==> config.mk <==
export PLATFORM = sky130hd
export DESIGN_NAME = memory_game_ctrl
export DESIGN_NICKNAME = d
export VERILOG_FILES = /design/src/rtl/memory_game_ctrl.sv
export SDC_FILE = /design/constraint.sdc
export NUM_CORES = 1
export LEC_CHECK = 0
export BUFFER_PORTS_ARGS = -buffer_cell sky130_fd_sc_hd__buf_4
export CORE_UTILIZATION = 41
export CTS_BUF_LIST = sky130_fd_sc_hd__clkbuf_8
export DETAILED_ROUTE_END_ITERATION = 8
export MAX_ROUTING_LAYER = met4
export SLEW_MARGIN = 20
export SYNTH_ARGS = -nofsm -noshare
export SYNTH_HDL_FRONTEND = slang
export SYNTH_SLANG_ARGS = --single-unit
==> constraint.sdc <==
create_clock -name clk -period 3.5 [get_ports clk]
set_input_delay 0.7 -clock clk [delete_from_list [all_inputs] [get_ports clk]]
set_output_delay 0.7 -clock clk [all_outputs]
set_load 0.05 [all_outputs]
==> src/rtl/memory_game_ctrl.sv <==
// Turn sequencer for the 4x4 card-matching game: per-card face-up/matched state,
// cursor, two-player scoring, mismatch reveal timing and the per-turn timeout.
module memory_game_ctrl #(
    parameter int N_CARDS     = 16,
    parameter int SHOW_CYCLES = 50_000_000,
    parameter int TURN_CYCLES = 375_000_000
) (
    input  logic                 clk,
    input  logic                 rst_n,
    input  logic                 start,
    input  logic                 btn_next,
    input  logic                 btn_prev,
    input  logic                 btn_sel,
    input  logic [3*N_CARDS-1:0] symbols,
    output logic [3:0]           cursor,
    output logic [N_CARDS-1:0]   face_up,
    output logic [N_CARDS-1:0]   matched,
    output logic                 player,
    output logic [3:0]           score0,
    output logic [3:0]           score1,
    output logic [28:0]          turn_left,
    output logic                 game_over
);

    localparam int                 SHOW_W    = (SHOW_CYCLES > 1) ? $clog2(SHOW_CYCLES) : 1;
    localparam logic [SHOW_W-1:0]  SHOW_LOAD = SHOW_W'(SHOW_CYCLES - 1);
    localparam logic [28:0]        TURN_LOAD = 29'(TURN_CYCLES - 1);
    localparam logic [N_CARDS-1:0] ALL_ONES  = {N_CARDS{1'b1}};

    typedef enum logic [2:0] {
        S_IDLE    = 3'd0,
        S_PICK1   = 3'd1,
        S_PICK2   = 3'd2,
        S_COMPARE = 3'd3,
        S_SHOW    = 3'd4,
        S_DONE    = 3'd5
    } state_e;

    state_e              state_q;
    logic [3:0]          cursor_q;
    logic [3:0]          first_q;
    logic [3:0]          second_q;
    logic [N_CARDS-1:0]  face_up_q;
    logic [N_CARDS-1:0]  matched_q;
    logic                player_q;
    logic [3:0]          score0_q;
    logic [3:0]          score1_q;
    logic [28:0]         turn_q;
    logic [SHOW_W-1:0]   show_q;
    logic                game_over_q;

    logic                sel_valid_s;
    logic [3:0]          cursor_mv_s;
    logic                timer_zero_s;
    logic [28:0]         turn_dec_s;
    logic [N_CARDS-1:0]  pair_mask_s;
    logic                sym_eq_s;
    logic                all_matched_s;

    function automatic logic [N_CARDS-1:0] card_bit(input logic [3:0] idx);
        logic [N_CARDS-1:0] one;
        one = {{(N_CARDS-1){1'b0}}, 1'b1};
        return one << idx;
    endfunction

    function automatic logic [2:0] sym_of(input logic [3*N_CARDS-1:0] syms, input logic [3:0] idx);
        logic [5:0] base;
        base = {2'b00, idx} * 6'd3;
        return syms[base +: 3];
    endfunction

    function automatic logic [3:0] sat_inc(input logic [3:0] s);
        return (s >= 4'd8) ? 4'd8 : s + 4'd1;
    endfunction

    // Decode of the current-cycle select, cursor move, timer step and pair comparison.
    always_comb begin
        sel_valid_s   = btn_sel && !face_up_q[cursor_q] && !matched_q[cursor_q];
        if (btn_next && !btn_prev) begin
            cursor_mv_s = cursor_q + 4'd1;
        end else if (btn_prev && !btn_next) begin
            cursor_mv_s = cursor_q - 4'd1;
        end else begin
            cursor_mv_s = cursor_q;
        end
        timer_zero_s  = (turn_q == 29'd0);
        // Holds at zero so a select that wins against expiry leaves no wrapped timer.
        turn_dec_s    = timer_zero_s ? 29'd0 : turn_q - 29'd1;
        pair_mask_s   = card_bit(first_q) | card_bit(second_q);
        sym_eq_s      = (sym_of(symbols, first_q) == sym_of(symbols, second_q));
        all_matched_s = ((matched_q | pair_mask_s) == ALL_ONES);
    end

    // Turn FSM with all game state and outputs held in registers.
    always_ff @(posedge clk or negedge rst_n) begin
        if (!rst_n) begin
            state_q     <= S_IDLE;
            cursor_q    <= 4'd0;
            first_q     <= 4'd0;
            second_q    <= 4'd0;
            face_up_q   <= {N_CARDS{1'b0}};
            matched_q   <= {N_CARDS{1'b0}};
            player_q    <= 1'b0;
            score0_q    <= 4'd0;
            score1_q    <= 4'd0;
            turn_q      <= 29'd0;
            show_q      <= {SHOW_W{1'b0}};
            game_over_q <= 1'b0;
        end else begin
            case (state_q)
                S_IDLE, S_DONE: begin
                    if (start) begin
                        face_up_q   <= {N_CARDS{1'b0}};
                        matched_q   <= {N_CARDS{1'b0}};
                        score0_q    <= 4'd0;
                        score1_q    <= 4'd0;
                        cursor_q    <= 4'd0;
                        player_q    <= 1'b0;
                        turn_q      <= TURN_LOAD;
                        game_over_q <= 1'b0;
                        state_q     <= S_PICK1;
                    end
                end
                S_PICK1: begin
                    cursor_q <= cursor_mv_s;
                    if (sel_valid_s) begin
                        face_up_q <= face_up_q | card_bit(cursor_q);
                        first_q   <= cursor_q;
                        turn_q    <= turn_dec_s;
                        state_q   <= S_PICK2;
                    end else if (timer_zero_s) begin
                        player_q <= ~player_q;
                        turn_q   <= TURN_LOAD;
                    end else begin
                        turn_q <= turn_dec_s;
                    end
                end
                S_PICK2: begin
                    cursor_q <= cursor_mv_s;
                    if (sel_valid_s) begin
                        face_up_q <= face_up_q | card_bit(cursor_q);
                        second_q  <= cursor_q;
                        turn_q    <= turn_dec_s;
                        state_q   <= S_COMPARE;
                    end else if (timer_zero_s) begin
                        face_up_q <= face_up_q & ~card_bit(first_q);
                        player_q  <= ~player_q;
                        turn_q    <= TURN_LOAD;
                        state_q   <= S_PICK1;
                    end else begin
                        turn_q <= turn_dec_s;
                    end
                end
                S_COMPARE: begin
                    if (sym_eq_s) begin
                        matched_q <= matched_q | pair_mask_s;
                        face_up_q <= face_up_q & ~pair_mask_s;
                        if (player_q) begin
                            score1_q <= sat_inc(score1_q);
                        end else begin
                            score0_q <= sat_inc(score0_q);
                        end
                        turn_q      <= TURN_LOAD;
                        game_over_q <= all_matched_s;
                        state_q     <= all_matched_s ? S_DONE : S_PICK1;
                    end else begin
                        show_q  <= SHOW_LOAD;
                        state_q <= S_SHOW;
                    end
                end
                S_SHOW: begin
                    if (show_q == {SHOW_W{1'b0}}) begin
                        face_up_q <= face_up_q & ~pair_mask_s;
                        player_q  <= ~player_q;
                        turn_q    <= TURN_LOAD;
                        state_q   <= S_PICK1;
                    end else begin
                        show_q <= show_q - {{(SHOW_W-1){1'b0}}, 1'b1};
                    end
                end
                default: begin
                    state_q <= S_IDLE;
                end
            endcase
        end
    end

    assign cursor    = cursor_q;
    assign face_up   = face_up_q;
    assign matched   = matched_q;
    assign player    = player_q;
    assign score0    = score0_q;
    assign score1    = score1_q;
    assign turn_left = turn_q;
    assign game_over = game_over_q;

endmodule

# Word level (Yosys, flattened, before mapping)
# Index checks and enable logic that the tools add are counted.
# op_classes
mux	50
n_eq_ne	19
n_mul	2
n_addsub	6
order_cmp	3
bitwise_logic	8
div_mod_pow	0
shift	5
reduce_logical	30
# op_table
operator	count
$mux W29	6
$pmux W29 S4	1
$mux W16	7
$shiftx A48 B7 Y3	2
$pmux W16 S5	1
$mux W26	2
$pmux W26 S2	1
$or A16 B16 Y16	3
$shl A1 B4 Y16 const A	3
$mux W4	9
$and A16 B16 Y16	2
$not A16 Y16	2
$pmux W16 S2	1
$logic_not A29 Y1	1
$sub A29 B1 Y29 const B	1
$logic_not A26 Y1	1
$sub A26 B1 Y26 const B	1
$pmux W4 S2	3
$mux W3	7
$ne A2 B2 Y1 const B	9
$eq A16 B16 Y1 const B	1
$reduce_and A4 Y1	4
$pmux W3 S5	1
$add A4 B1 Y4 const B	3
28 further kinds	51
# totals
latch_bits	0
in_bits	54
ramBits	0
memories	0
register_bits	112
rom_bits	0
elab_cells	135
out_inout_bits	75

# Depth between registers and ports, before layout
# depth
word_depth	7
mapped_depth	11
ltp_nobuf	9

# Worst setup path before layout
# No wires, ideal clock.
# synth_path
kind	register -> register
from	register turn_q[19], in the netlist turn_left[19]
to	register face_up_q[15], in the netlist face_up[15]
t_arrival_ps	2755
period_less_slack_ps	2879
setup_ps	124
path_buffers	2
t_required_ps	3376
path_stages_with_launch	9
setup_slack_ps	621
path_cell_list	dfrtp_1 > or3_4 > or4_4 > or4_1 > clkbuf_1 > o31a_1 > nor3_4 > buf_6 > a21oi_1
# synth_via
elab_chain_cells	3
# synth_lines
element	line	rtl
from (decl)	48	logic [28:0] turn_q;
from (signal assigned)	129	turn_q <= turn_dec_s;
from (signal assigned)	135	turn_q <= turn_dec_s;
from (signal assigned)	143	turn_q <= turn_dec_s;
$logic_not A29 Y1	86	timer_zero_s = (turn_q == 29'd0);
$ne A3 B3 Y1 (no source line)	--	
$reduce_and A6 Y1 (no source line)	--	
to (signal assigned)	101	face_up_q <= {N_CARDS{1'b0}};
to (signal assigned)	113	face_up_q <= {N_CARDS{1'b0}};
to (signal assigned)	127	face_up_q <= face_up_q | card_bit(cursor_q);
to (decl)	43	logic [N_CARDS-1:0] face_up_q;
# No other way between the ends.
# A chain may end at the register's enable or synchronous reset.

# Worst setup path after layout
# layout_path
from	register first_q[0]
to	register matched_q[9], in the netlist matched[9]
# layout_via
elab_chain_cells	5
word_cells_on_any_way	10
cone_classes	1 x mul; 2 x eq/ne; 2 x shift; 2 x mux; 2 x bitwise; 1 x reduce/logical
# layout_lines
element	line	rtl
from (decl)	41	logic [3:0] first_q;
from (signal assigned)	128	first_q <= cursor_q;
$mul A4 B2 Y6 / $shl A1 B4 Y16 (equally long branches)	68, 63	
$shiftx A48 B7 Y3 / $or A16 B16 Y16 (equally long branches)	69, 89	
$eq A3 B3 Y1 / $or A16 B16 Y16 (equally long branches)	90, 156	
$ne A2 B2 Y1 (no source line) / $mux W16 (equally long branches)	--	
$reduce_and A3 Y1 (no source line) / $pmux W16 S2 (equally long branches)	--	
to (signal assigned)	102	matched_q <= {N_CARDS{1'b0}};
to (signal assigned)	114	matched_q <= {N_CARDS{1'b0}};
to (signal assigned)	156	matched_q <= matched_q | pair_mask_s;
to (decl)	44	logic [N_CARDS-1:0] matched_q;
# Several ways; a longest one is shown, not always the timed one. The select of a mux whose other input is x is not followed.

==> impl_metrics.yaml <==
placement:
  routabilityCongestion: 0.964
  placement.io_buffers: 128
  dp.final_hpwl_um: 15300
cells_and_area:
  layout-drive-gt1-share_pct: 24.3
  area_delta_synth_final_pct: 19.3
  nNetsFinal: 990
  final_util_pct: 50.1
  nFillCells: 1634
  antennaDiodeCount: 0
sta:
  whs_ps: 355
  setup_tns_ps: 0
  finalWorstPathRequiredPeriod_ps: 3000
  clock_skew_ps: 20.5
  max_slew_margin_pct: 46.9
  min_period_over_period_pct: 85.6
  finalHoldViolCount: 0
  maxSlewViolCount: 0
  setup_viol: 0
  rsz0062_at_grt: "false"
  max_slew.worst_pin.slew_ps: 792
  fmax_mhz: 334
run:
  maxCapViolCount: 0
yosys:
  synth_cells: 805
  netlist.area_leader.share_pct: 38.4
  synthArstFlopShare_pct: 100
  netlist_area_sq_um: 7290
  synth_nets: 870
  synth_top_flop_cell: "dfrtp_1"
  netlist_top_cells_area: "dfrtp_1 (38%), mux4_2 (9.0%), a21oi_1 (4.7%)"
  syn_avg_cell_area_sq_um: 9.06
  ys_ff_latch: 112
  synth_cell_types: 69
  yosysTopAreaCell: "dfrtp_1"
  yosys-top-cells-count: "dfrtp_1 (112), nor2_1 (84), nand2_1 (75), a21oi_1 (68), nor3_1 (41)"
  yosysWarnings: 0
  synth_edf_count: 0
  ys_seq_area_share_pct: 38.4
  synth.most_common_cell: "dfrtp_1"
global_routing:
  grt_pass1_vias: 6235
  grt_max_degree: 113
  grt_usage_pct: 24.2
  grt_pass1_wl_um: 33600
  antenna_found_initial: 0
  overflow: 0
clocking:
  clockBufferDepth: 2
  cts_hold_buf: 0
  cts.sinks: 112
  cts_root_buf: "clkbuf_8"
  cts_tree: "yes"
  path_clk_slew_ps: 90
  post_cts_buffers: 0
  numCtsBuffers: 9
  htree_levels: 3
  ctsResizeCount: 0
  clock_latency_ps: 390
run_status:
  outcome: "finished, final reports clean"
drt:
  routed_via_density: 5.87
  routed_wl_um: 20900
  drt_iter0_markers: 633
  drc: 0
  routedWlPerCell_um: 18.1
  postRouteAntennaNets: 0
  vias: 6779
  dr.pass1.iters: 5
critical_path:
  critPathTopFamily: "multiplexers"
  cp-end-kind: "register"
  critPathBufInv: 1
  crit_chain: "mux4_2 -> mux4_2 -> xnor2_1 -> nand4_1 -> buf_4 -> nand3_1 -> o21ai_0"
  cp_common_cell: "mux4_2"
  max_stage_delay_ps: 610
  crit_required_ps: 3750
  start_kind: "register"
  arrival_ps: 3250
  path_class: "reg -> reg"
  cpMaxStageDelayCell: "dfrtp_1"
  cp_max_fo: 21
  r2r_slack_ps: 500
floorplanning:
  initial_utilization_pct: 42.0
  ios: 129
  die_height_um: 135
  core.rowCount: 48
  dieArea_sq_um: 18300
  core-area_sq_um: 17400
  die_x_um: 135
power:
  ir_drop_mv: 0.359
  p_per_area_nw_per_um2: 654
  leakage_uw: 0.00361
worst_hold_path:
  hp-class: "in -> async"
-- layout make-up --
type,instances,area (sq um),area share [%]
clock inverters,5,26.3,0.302
multi-input cells,626,4200,48.3
repair buffers,154,1170,13.4
clock buffers,10,138,1.58
well taps,225,282,3.24
inverters,22,82.6,0.950
flip-flops and latches,112,2800,32.2
-- worst paths after layout --
kind                            start            to  cells after the start
hold / removal                  rst_n     score0[1]                      2
hold reg to reg             show_q[0]     show_q[0]                      1
setup reg to reg           first_q[0]    matched[9]                      7
min in group clk            show_q[0]     show_q[0]                      1
setup / recovery           first_q[0]    matched[9]                      7
max in group asynchronous       rst_n  turn_left[3]                      2
-- state kept, by name, summed over array words and instances, names as in the netlist --
register	cells
matched	16
face_up	16
score1	4
score0	4
show_q	26
player	1
first_q	4
second_q	4
cursor	4
state_q	3
turn_left	29
game_over	1
-- report_power, final --
group / switching [uW] / internal (uW) / total (uW)
clock: 445 / 270 / 714
sequential: 427 / 1480 / 1910
combinational: 1880 / 1180 / 3070
-- cell usage in the layout, fill, tap and decap left out, types with 4 or more instances in the layout --
| cell | count |
|---|---|
| a21o_1 | 6 |
| a21oi_1 | 68 |
| a22o_1 | 5 |
| a22oi_1 | 8 |
| a31oi_1 | 12 |
| a32o_1 | 4 |
| and2_1 | 5 |
| and3_1 | 4 |
| buf_4 | 153 |
| clkbuf_8 | 10 |
| dfrtp_1 | 112 |
| ha_1 | 10 |
| inv_1 | 24 |
| mux2_2 | 9 |
| mux4_2 | 29 |
| nand2_1 | 75 |
| nand2b_1 | 22 |
| nand3_1 | 31 |
| nand4_1 | 7 |
| nor2_1 | 83 |
| nor2b_1 | 13 |
| nor3_1 | 41 |
| nor4_1 | 14 |
| o211ai_1 | 9 |
| o21a_1 | 4 |
| o21ai_0 | 38 |
| o22ai_1 | 26 |
| or2_2 | 6 |
| or3_1 | 7 |
| or4_1 | 6 |
| xnor2_1 | 17 |
| xor2_1 | 15 |
-- kinds of logic after synthesis --
family / Yosys count / share of synthesized area (%)
muxes: 41 / 10.8
buffers and inverters: 67 / 4.00
DFF: 112 / 38.4
and+or+nand+nor: 338 / 23.5
adders and majority gates: 11 / 1.99
xor gates and xnor gates: 32 / 3.84
AOI/OAI and AO/OA: 204 / 17.5
-- worst register-to-register path, stage by stage (launching register included) --
cell	delay, ps
dfrtp_1	610
mux4_2	560
mux4_2	520
xnor2_1	260
nand4_1	370
buf_4	340
nand3_1	100
o21ai_0	120
-- through the flow --
| step | setup WS (ps) | cell area (sq um) | power [uW] | instances |
|---|---|---|---|---|
| 3_5_place_dp | 432 | 8530 | 4980 | 1139 |
| 4_1_cts | 471 | 8690 | 5700 | 1154 |
| 2_1_floorplan | 621 | 7290 | 4100 | 805 |
| 6_report | 505 | 8700 | 5690 | 1154 |
| 5_1_grt | 227 | 8700 | 6090 | 1154 |
| 3_3_place_gp | 465 | 8530 | 4960 | 1139 |
-- metal layers --
metal	wire [um]	track usage (%)	part of all wire, %	vias up
li1	-	-	-	3203
met1	9870	34.7	47	3321
met2	9320	35.0	45	224
met3	1330	3.37	6.4	31
met4	371	7.87	1.8	0
met5	0	-	0	-
Note: power is estimated with default switching activity, not from simulation.
